<file path="config.mk">
export PLATFORM = sky130hd
export DESIGN_NAME = uart_tx
export DESIGN_NICKNAME = d
export VERILOG_FILES = /design/src/rtl/uart_tx.sv
export SDC_FILE = /design/constraint.sdc
export NUM_CORES = 1
export LEC_CHECK = 0
export CORE_MARGIN = 2
export CORE_UTILIZATION = 54
export DETAILED_ROUTE_END_ITERATION = 10
export GPL_TIMING_DRIVEN = 1
export PLACE_DENSITY = 0.8
export SLEW_MARGIN = 20
export SYNTH_ARGS = -nofsm -noshare
export SYNTH_HDL_FRONTEND = slang
export SYNTH_SLANG_ARGS = --single-unit
</file>
<file path="constraint.sdc">
create_clock -name clk -period 2.4 [get_ports clk]
set_input_delay 0.48 -clock clk [delete_from_list [all_inputs] [get_ports clk]]
set_output_delay 0.48 -clock clk [all_outputs]
set_load 0.005 [all_outputs]
</file>
<file path="src/rtl/uart_tx.sv">
// 8N1 UART transmitter with an internal bit-timer.
// Valid/ready byte interface; registered serial output idles high.
module uart_tx #(
   parameter int CLKS_PER_BIT = 868
) (
   input  logic       clk,
   input  logic       rst_n,
   input  logic       tx_valid,
   input  logic [7:0] tx_data,
   output logic       tx_ready,
   output logic       tx_out,
   output logic       tx_busy,
   output logic       tx_done
);

   localparam int TW = (CLKS_PER_BIT > 2) ? $clog2(CLKS_PER_BIT) : 1;
   localparam logic [TW-1:0] T_MAX = TW'(CLKS_PER_BIT - 1);

   typedef enum logic [1:0] {
      IDLE  = 2'd0,
      START = 2'd1,
      DATA  = 2'd2,
      STOP  = 2'd3
   } state_t;

   state_t          state;
   state_t          state_nx;
   logic [TW-1:0]   timer;
   logic [TW-1:0]   timer_nx;
   logic [2:0]      idx;
   logic [2:0]      idx_nx;
   logic [7:0]      shift;
   logic [7:0]      shift_nx;
   logic            out_nx;
   logic            done_nx;
   logic            bit_end;
   logic [TW-1:0]   timer_inc;

   assign bit_end   = (timer == T_MAX);
   assign timer_inc = bit_end ? '0 : timer + 1'b1;

   always_comb begin
      state_nx = state;
      timer_nx = timer;
      idx_nx   = idx;
      shift_nx = shift;
      out_nx   = tx_out;
      done_nx  = 1'b0;
      unique case (state)
         IDLE: begin
            timer_nx = '0;
            idx_nx   = '0;
            out_nx   = 1'b1;
            if (tx_valid) begin
               shift_nx = tx_data;
               state_nx = START;
               out_nx   = 1'b0;
            end
         end
         START: begin
            timer_nx = timer_inc;
            out_nx   = 1'b0;
            if (bit_end) begin
               state_nx = DATA;
               idx_nx   = '0;
               out_nx   = shift[0];
            end
         end
         DATA: begin
            timer_nx = timer_inc;
            if (bit_end) begin
               if (idx == 3'd7) begin
                  state_nx = STOP;
                  out_nx   = 1'b1;
               end else begin
                  // shift[1] becomes the new LSB after this shift
                  shift_nx = shift >> 1;
                  idx_nx   = idx + 3'd1;
                  out_nx   = shift[1];
               end
            end
         end
         STOP: begin
            timer_nx = timer_inc;
            out_nx   = 1'b1;
            if (bit_end) begin
               state_nx = IDLE;
               done_nx  = 1'b1;
            end
         end
         default: begin
            state_nx = IDLE;
            out_nx   = 1'b1;
         end
      endcase
   end

   always_ff @(posedge clk) begin
      if (!rst_n) begin
         state   <= IDLE;
         timer   <= '0;
         idx     <= '0;
         shift   <= '0;
         tx_out  <= 1'b1;
         tx_done <= 1'b0;
      end else begin
         state   <= state_nx;
         timer   <= timer_nx;
         idx     <= idx_nx;
         shift   <= shift_nx;
         tx_out  <= out_nx;
         tx_done <= done_nx;
      end
   end

   assign tx_ready = (state == IDLE);
   assign tx_busy  = (state != IDLE);

endmodule

</file>
==> results.yml <==
setup_path:
  crit_type: "flop to primary output"
  ff2ff_path_depth: 5
  max_stage_delay_ps: 510
  critPathLaunchType: "flop"
  cp_max_fo: 8
  required_ps: 1920
  regToRegSetupSlack_ps: 220
  cp_common_cell: "inv_1"
  crit_slowest_cell: "clkdlybuf4s50_1"
  cp-end-kind: "primary output"
  cp_data_arrival_time_ps: 1750
  worstPathCellList: "inv_1, ha_1, inv_1, clkdlybuf4s50_1"
  r2r_start: "timer[0]"
  cp-startpoint: "state[0]"
  r2r-end: "state[1]"
clocking:
  clock-sinks: 25
  path_clk_slew_ps: 130
  clockRootBuffer: "clkbuf_4"
  cts_setup_buffers: 0
  cts_hold_buf: 0
  cts_htree_levels: 1
  cts_buffer_depth: 2
  cts_tree: "done"
  numCtsBuffers: 3
  cts_resized: 0
  worstSkewPairLatency_ps: 320
route:
  via_per_inst: 5.75
  ant_nets: 0
  drcViolationCount: 0
  routed_wl_microns: 2730
  firstDrtPassIters: 4
  drt_iter0_drc: 26
  vias: 1109
  wl_per_cell_microns: 14.2
floorplan:
  initial_core_util_pct: 58.1
  die-area_sq_um: 2840
  die_y_microns: 53.3
  placementRows: 17
  die_w_microns: 53.3
  placeableCoreArea_sq_um: 2250
  ios: 15
status:
  status: "finished, final reports clean"
final_layout:
  nets: 184
  syn_to_final_growth_pct: 16.5
  num-fill-cells: 188
  drive_gt1_share_pct: 7.88
  n_antenna_cell: 0
  multi_input_area_sq_um: 756
  regArea_sq_um: 500
  stdcell_area_sq_um: 1530
sta:
  setup_viol_count_final: 0
  maxSlewViolCount: 0
  rsz0062_at_grt: "false"
  min_period_over_period_pct: 93.0
  relSlewSlack_pct: 63.5
  worst_pin_slew_ps: 547
  period_needed_ps: 2230
  skew_ps: 1.07
  fmax_mhz: 448
  hold_viol: 0
  setup_tns_ps: 0
grt:
  grtUsageTotal_pct: 22.3
  grt_pass1_wl_microns: 4670
  overflow: 0
  grt_max_degree: 26
  grt_pass1_vias: 1068
  antenna_found_initial: 0
hold_path:
  min-delay-start: "timer[0]"
  min_to: "timer[0]"
  min_path_type: "flop to flop"
  hold_path_depth: 1
logic_synthesis:
  synthDominantCellAreaShare_pct: 38.2
  synthCells: 148
  yosysTopAreaCell: "dfxtp_1"
  ys.flop_type: "dfxtp_1"
  synth_seq_area_share_pct: 38.2
  synth-edff-count: 0
  synthArstFlopShare_pct: 0
  avgSynthCellArea_sq_um: 8.85
  yosys_warnings: 0
  syn_nets: 166
  synth.ff_latch_count: 25
  synth_area_sq_um: 1310
  ys_types: 38
  synth_top_cells_by_area: "dfxtp_1 (38%), ha_1 (6.7%), o211a_1 (5.3%)"
pwr:
  peakVddDrop_mv: 0.837
  cellLeakagePower_uw: 0.000631
  power.density_nw_per_um2: 916
placed_design:
  dp_hpwl_microns: 2020
  portBuffers: 14
  place_area_sq_um: 1500
  gp_congestion: 0.774
flow_run:
  maxCapViolations: 0
-- worst max-delay path, delay by kind of cell, from the launching register on --
kind	cells	cell delay (ps)
buffers and inverters	3	730
flip-flops	1	400
adder cells (fa/ha/maj)	1	300
-- layer usage --
layer	up-vias	global-route usage, %	part of all wire, %
li1	556	-	-
met2	20	42.0	51
met5	-	0	0
met4	0	8.12	1.7
met3	7	2.54	2.8
met1	526	25.4	45
-- worst max path at each step --
| stage | end | cells after the start | slack (ps) |
|---|---|---|---|
| final | tx_busy | 4 | 170 |
| after global routing | tx_busy | 4 | 70 |
| after CTS | tx_busy | 4 | 170 |
| after detailed placement | state[1] | 5 | 230 |
| after global placement | state[1] | 5 | 340 |
| after floorplan | state[0] | 5 | 330 |
-- logic make-up after synthesis --
| kind of cell | share of synthesized area [%] |
|---|---|
| simple gates | 25.6 |
| compound gates | 17.8 |
| flops | 38.2 |
| buf+inv | 4.11 |
| xor+xnor | 5.35 |
| fa+ha+maj | 6.69 |
| mux | 2.29 |
-- power by group --
group	leakage (uW)	internal, uW	switching, uW
sequential	0.000204	504	59.2
clock	0.0000177	62.6	126
combinational	0.000409	298	348
-- cell usage in the layout (no fill, tap or decap), drive strengths merged, types with 2 or more instances in the layout --
cell,instances
o21ai,3
a211oi,7
clkbuf,3
clkdlybuf4s50,14
nand3,7
buf,5
xnor2,6
nor2,14
or3,2
nand2,16
a32o,2
nor4,2
mux2i,3
nor2b,8
xor2,2
nand2b,3
ha,7
dfxtp,25
inv,8
nor3,4
o211a,7
-- registers in the layout, summed over array words and instances (netlist names) --
signal,count
timer,10
shift,8
idx,3
state,2
tx_done,1
tx_out,1
-- cell usage after synthesis, types with 2 or more instances --
master,n
nand2_1,16
nor3_1,4
nor2_1,14
nand3_1,7
xor2_1,2
nor2b_1,8
a211oi_1,7
dfxtp_1,25
ha_1,7
nand2b_1,3
clkbuf_1,4
o211a_1,7
a32o_1,2
mux2i_1,3
inv_1,8
nor4_1,2
xnor2_1,6
o21ai_0,3
-- per-stage QoR --
stage / hold slack, ps / util [%] / std cells / power [uW] / worst slack [ps]
6_report: 478 / 67.7 / 193 / 1400 / 169
4_1_cts: 481 / 67.7 / 193 / 1400 / 173
5_1_grt: 511 / 67.7 / 193 / 1500 / 69.6
3_5_place_dp: 449 / 66.5 / 189 / 1210 / 225
2_1_floorplan: 430 / - / 148 / 1000 / 325
3_3_place_gp: 445 / 66.5 / 189 / 1180 / 344
-- cell type report --
class | count | area share, %
multi-input combinational | 109 | 49.5
sequential | 25 | 32.8
inverter | 8 | 1.97
clock inverter | 1 | 0.328
clock buffer | 3 | 1.48
timing repair buffer | 19 | 11.6
tap | 28 | 2.30
No activity file was read; power rests on OpenSTA's default activity.
==> edit 1: new RTL, same settings <==
The 4 states of `state_t` get a one-hot encoding in 4 bits.
--- a/src/rtl/uart_tx.sv
+++ b/src/rtl/uart_tx.sv
@@ -16,11 +16,11 @@
    localparam int TW = (CLKS_PER_BIT > 2) ? $clog2(CLKS_PER_BIT) : 1;
    localparam logic [TW-1:0] T_MAX = TW'(CLKS_PER_BIT - 1);
 
-   typedef enum logic [1:0] {
-      IDLE  = 2'd0,
-      START = 2'd1,
-      DATA  = 2'd2,
-      STOP  = 2'd3
+   typedef enum logic [3:0] {
+      IDLE  = 4'b0001,
+      START = 4'b0010,
+      DATA  = 4'b0100,
+      STOP  = 4'b1000
    } state_t;
 
    state_t          state;
Formal check against the unedited RTL: no difference found for any inputs over 10 cycles, from zero or initial values and one cycle with rst_n low; not proved beyond that.
==> edit 1 against the unedited design <==
- sequential cell count up 2
- utilization shrank 6.0 points
- final area rose by 10%
- synthesized area rose by 18%
- setup slack gained 0.0064 ns
- routed wire length increased by 9.2%
- first-iteration DRC count is 62% higher
Power is not compared: it rests on default switching activity, and its combinational part moved more than twofold at a synthesized area within 25%.
==> edit 1: results (changes against the unedited design) <==
status: completed
top post-synthesis cells by area: dfxtp_1, mux2i_1, nand2_1
Slew HR: 60.61% (-2.9 points)
M3 GR Usage: 2.268% (-0.27 points)
hold-critical path depth: 2 (+1)
synth unique cells: 52 (+37%)
global placement routability congestion: 0.8388 (+8.4%)
Worst Hold Launch: shift[3]
R2R setup slack: 0.44 ns (+0.22 ns)
Hold WS: 0.4716 ns (-0.006857 ns)
Pwr Density: 510.2 nW/um^2
Via Count: 1312 (+18%)
final net count: 198 (+7.6%)
Worst Hold Path EP: shift[3]
vias in the first global route: 1141 (+6.8%)
number of CTS-inserted buffers: 3 (unchanged)
fraction of layout cells with a size suffix above 1: 9.836% (+2.0 points)
reg2reg end: shift[7]
first-pass GRT wire length: 4912 um (+5.2%)
initial antenna violation count: 0 (unchanged)
routed wl met2: 1367 um (-1.1%)
drt initial violations: 42 (+62%)
HPWL Detailed: 2203 um (+9.2%)
Net Count, Synth: 188 (+13%)
skew final: 0.002262 ns (+0.001191 ns)
Vias/cell: 6.131 (+6.7%)
met3 wire len: 141 um (+86%)
average cell area after synthesis: 8.888 um^2 (+0.41%)
met1 Track Usage GR: 24.58% (-0.78 points)
largest net degree at the start of global routing: 28 (+7.7%)
# resized after CTS: 0 (unchanged)
Reg2Reg Launch Point: state[3]
met1 WL: 1420 um (+16%)
busiest grt layer: met2
H-tree Lvls: 1 (unchanged)
sequential area share after synthesis: 34.95% (-3.3 points)
Max IR drop VDD: 0.3506 mV
Post-Place Cells: 210 (+11%)
Clock transition at path regs: 0.15 ns (+0.02 ns)
peak per-stage delay on the critical path: 0.54 ns (+0.03 ns)
CTS max path bufs: 2 (unchanged)
Ys Warns: 0 (unchanged)
ANT cells: 0 (unchanged)
largest registers: timer (10), shift (8), state (4)
top post-synthesis cells by count: nand2_1, dfxtp_1, mux2i_1
clk_lat worst skew: 0.33 ns
Routed WL: 2985 um (+9.2%)
Post-synth top flop: dfxtp_1
part of the power in combinational logic: 19.4%
Top Layer Used: met4
Seq pwr share: 56.8%
GR Layer Usage met2: 30.68% (-11 points)
port bufs: 14 (unchanged)
number of fill cells: 249 (+32%)
all-layer global routing usage: 18.88% (-3.4 points)
reg2reg path depth: 4 (-1)
## edit 1: cell count changes in the layout (fill, tap and decap cells not counted), sizes merged, moves of 4 or more
cell    unedited run  this run
nor2b              8         1
a211oi             7         2
buf                5         1
nand2             16        29
nor2              14        10
mux2i              3        12
mux2               0         7
o211a              7         1
o21a               0         4
inv                8         4
ha                 7         3
xnor2              6         1
o21ai              3         7
## edit 1: worst max path at each step
stage                   from  endpoint  slack [ns]  depth (start not counted)
global placement       rst_n  state[2]        0.44                          4
finish              state[1]  tx_ready        0.18                          4
global route        state[1]  tx_ready        0.07                          4
CTS                 state[1]  tx_ready        0.19                          4
detailed placement     rst_n  state[2]        0.42                          4
floorplan           state[0]  shift[7]        0.73                          7
## edit 1: logic make-up (layout without fill, tap and decap cells)
| logic type | after synthesis | after routing | share of synthesized area [%] |
|---|---|---|---|
| fa+ha+maj | 3 | 3 | 2.427 |
| simple gates | 70 | 70 | 23.38 |
| buf+inv | 14 | 23 | 5.663 |
| mux | 19 | 19 | 12.86 |
| xor+xnor | 3 | 3 | 1.699 |
| flops | 27 | 27 | 34.95 |
| compound gates | 38 | 38 | 19.01 |
## edit 1: through the flow
step / cell area, um^2 / setup WS [ns]
floorplan: 1546 / 0.7284
global placement: 1660 / 0.4419
detailed placement: 1660 / 0.4190
CTS: 1687 / 0.1923
global route: 1687 / 0.07182
finish: 1687 / 0.1750
## edit 1: cell type report
type | count | area (um^2) | area share, %
flip-flops and latches | 27 | 540.5 | 32.05
well taps | 31 | 38.79 | 2.300
clock buffers | 4 | 26.28 | 1.558
multi-input cells | 133 | 918.4 | 54.45
inverters | 4 | 15.01 | 0.8902
repair buffers | 15 | 147.6 | 8.754
==> edit 2: new RTL, config.mk and constraints unchanged <==
Without the edit above. `CLKS_PER_BIT`: 868 -> 434.
--- a/src/rtl/uart_tx.sv
+++ b/src/rtl/uart_tx.sv
@@ -1,7 +1,7 @@
 // 8N1 UART transmitter with an internal bit-timer.
 // Valid/ready byte interface; registered serial output idles high.
 module uart_tx #(
-   parameter int CLKS_PER_BIT = 868
+   parameter int CLKS_PER_BIT = 434
 ) (
    input  logic       clk,
    input  logic       rst_n,
Behaviour: same outputs for any inputs over 10 cycles, from zero or initial values and one cycle with rst_n low; that may be too few to reach the edited logic, so the function may still have changed.
==> edit 2 against the unedited design <==
- count of clock-buffer cells in the layout unchanged
- fmax increased by 0.37%
- final area decreased by 6.1%
- setup slack improved by 0.0083 ns
- sequential cell count decreased by 1
- routed wire length decreased by 17%
- largest cell class unchanged
- total power increased by 0.45%
- synthesized area decreased by 7.2%
==> edit 2: results (changes against the unedited design) <==
Final Util: 66.09% (-1.6 points)
HP Class: reg2reg
drt initial violations: 15 (-42%)
H-tree Lvls: 1 (unchanged)
Max IR drop VDD: 0.6355 mV (-24%)
Routed WL: 2280 um (-17%)
Net Count, Synth: 154 (-7.2%)
fraction of layout cells with a size suffix above 1: 8.725% (+0.85 points)
HPWL Detailed: 1728 um (-14%)
Post-CTS Setup Inserts: 0 (unchanged)
DRT Pass-1 Iters: 4 (unchanged)
Via Count: 954 (-14%)
Leak: 0.5914 nW (-6.3%)
clock root buffer: clkbuf_4
critical path's top delay family: buffers and inverters
Ys Warns: 0 (unchanged)
largest registers: timer (9), shift (8), idx (3)
CTS max path bufs: 2 (unchanged)
Clock transition at path regs: 0.13 ns (about the same)
vias in the first global route: 988 (-7.5%)
global placement routability congestion: 0.7739 (about the same)
status: completed
synth unique cells: 33 (-13%)
# resized after CTS: 0 (unchanged)
top post-synthesis cells by count: dfxtp_1, nand2_1, nor2_1
Area after DPL: 1381 um^2 (-7.8%)
first-pass GRT wire length: 4008 um (-14%)
initial antenna violation count: 0 (unchanged)
number of CTS-inserted buffers: 3 (unchanged)
number of flops mapped to enable cells by yosys: 0 (unchanged)
Critical Path Fanout Max: 6 (-2)
CP Data Arrival Time: 1.74 ns
Slew HR: 65.28% (+1.8 points)
Post-synth top flop: dfxtp_1
average cell area after synthesis: 9.009 um^2 (+1.8%)
Internal Power: 938.4 uW (+8.5%)
number of fill cells: 197 (+4.8%)
drt wl/cell: 12.88 um (-9.1%)
ANT cells: 0 (unchanged)
sequential area share after synthesis: 39.51% (+1.3 points)
all-layer global routing usage: 20.10% (-2.2 points)
peak per-stage delay on the critical path: 0.52 ns
clk_lat worst skew: 0.30 ns (-0.02 ns)
largest net degree at the start of global routing: 20 (-23%)
skew final: 0.006456 ns (+0.005386 ns)
Worst path slowest cell: clkdlybuf4s50_1
fraction of registers with async set/reset: 0% (unchanged)
final net count: 169 (-8.2%)
port bufs: 14 (unchanged)
top post-synthesis cells by area: dfxtp_1, ha_1, mux2i_1
edit 2: cell types whose count changed in the layout (fill, tap and decap cells not counted), sizes merged, moves of 4 or more:
| cell | change |
|---|---|
| mux2i | +6 |
| o211ai | +7 |
| and3 | +5 |
| o211a | -5 |
| inv | -4 |
| a211oi | -6 |
| nor3 | -4 |
| or2 | +6 |
| nor2b | -6 |
| nand3 | -4 |
edit 2: area by class of cell:
class | count | area share, %
multi-input combinational | 100 | 48.25
clock inverter | 1 | 2.094
tap | 28 | 2.443
timing repair buffer | 16 | 10.82
inverter | 5 | 1.309
sequential | 24 | 33.51
clock buffer | 3 | 1.571
edit 2: kinds of logic (layout without fill, tap and decap cells):
family | after synthesis | count (layout) | share of synthesized area [%]
and+or+nand+nor | 52 | 52 | 21.61
DFF | 24 | 24 | 39.51
adders and majority gates | 8 | 8 | 8.231
buffers and inverters | 11 | 25 | 3.600
muxes | 10 | 10 | 8.642
AOI/OAI and AO/OA | 23 | 23 | 13.37
xor gates and xnor gates | 7 | 7 | 5.041
edit 2: power groups by stage:
stage / clock network, mW / registers (mW) / logic (mW)
2_1_floorplan: 0 / 0.533 / 0.415
3_3_place_gp: 0 / 0.541 / 0.563
3_5_place_dp: 0 / 0.545 / 0.583
4_1_cts: 0.296 / 0.535 / 0.588
5_1_grt: 0.311 / 0.546 / 0.653
6_report: 0.284 / 0.536 / 0.585
edit 2: worst min-delay path, cell delays in order (launching register included):
cell     delay (ns)
dfxtp_1        0.33
nand2_1        0.05
mux2i_1        0.05
edit 2: metal layers:
metal  share of wire (%)  GRT usage, %  vias up
li1                    -             -      499
met1                  44         21.57      437
met2                  51         37.39       14
met3                 3.2         3.216        4
met4                 1.6         10.09        0
met5                   0             0        -
edit 2: path summary, 6_finish.rpt:
kind	slack [ns]	cells past startpoint	from	to
max	0.18	4	state[0]	tx_busy
min	0.47	2	shift[3]	shift[3]
max reg2reg	0.42	6	state[0]	state[0]
min reg2reg	0.47	2	shift[3]	shift[3]
edit 2: through the flow:
| step | hold WS [ns] | worst slack, ns |
|---|---|---|
| detailed placement | 0.4531 | 0.4274 |
| finish | 0.4707 | 0.1769 |
| global route | 0.5009 | 0.08146 |
| floorplan | 0.4295 | 0.7672 |
| global placement | 0.4426 | 0.4824 |
| CTS | 0.4748 | 0.1696 |
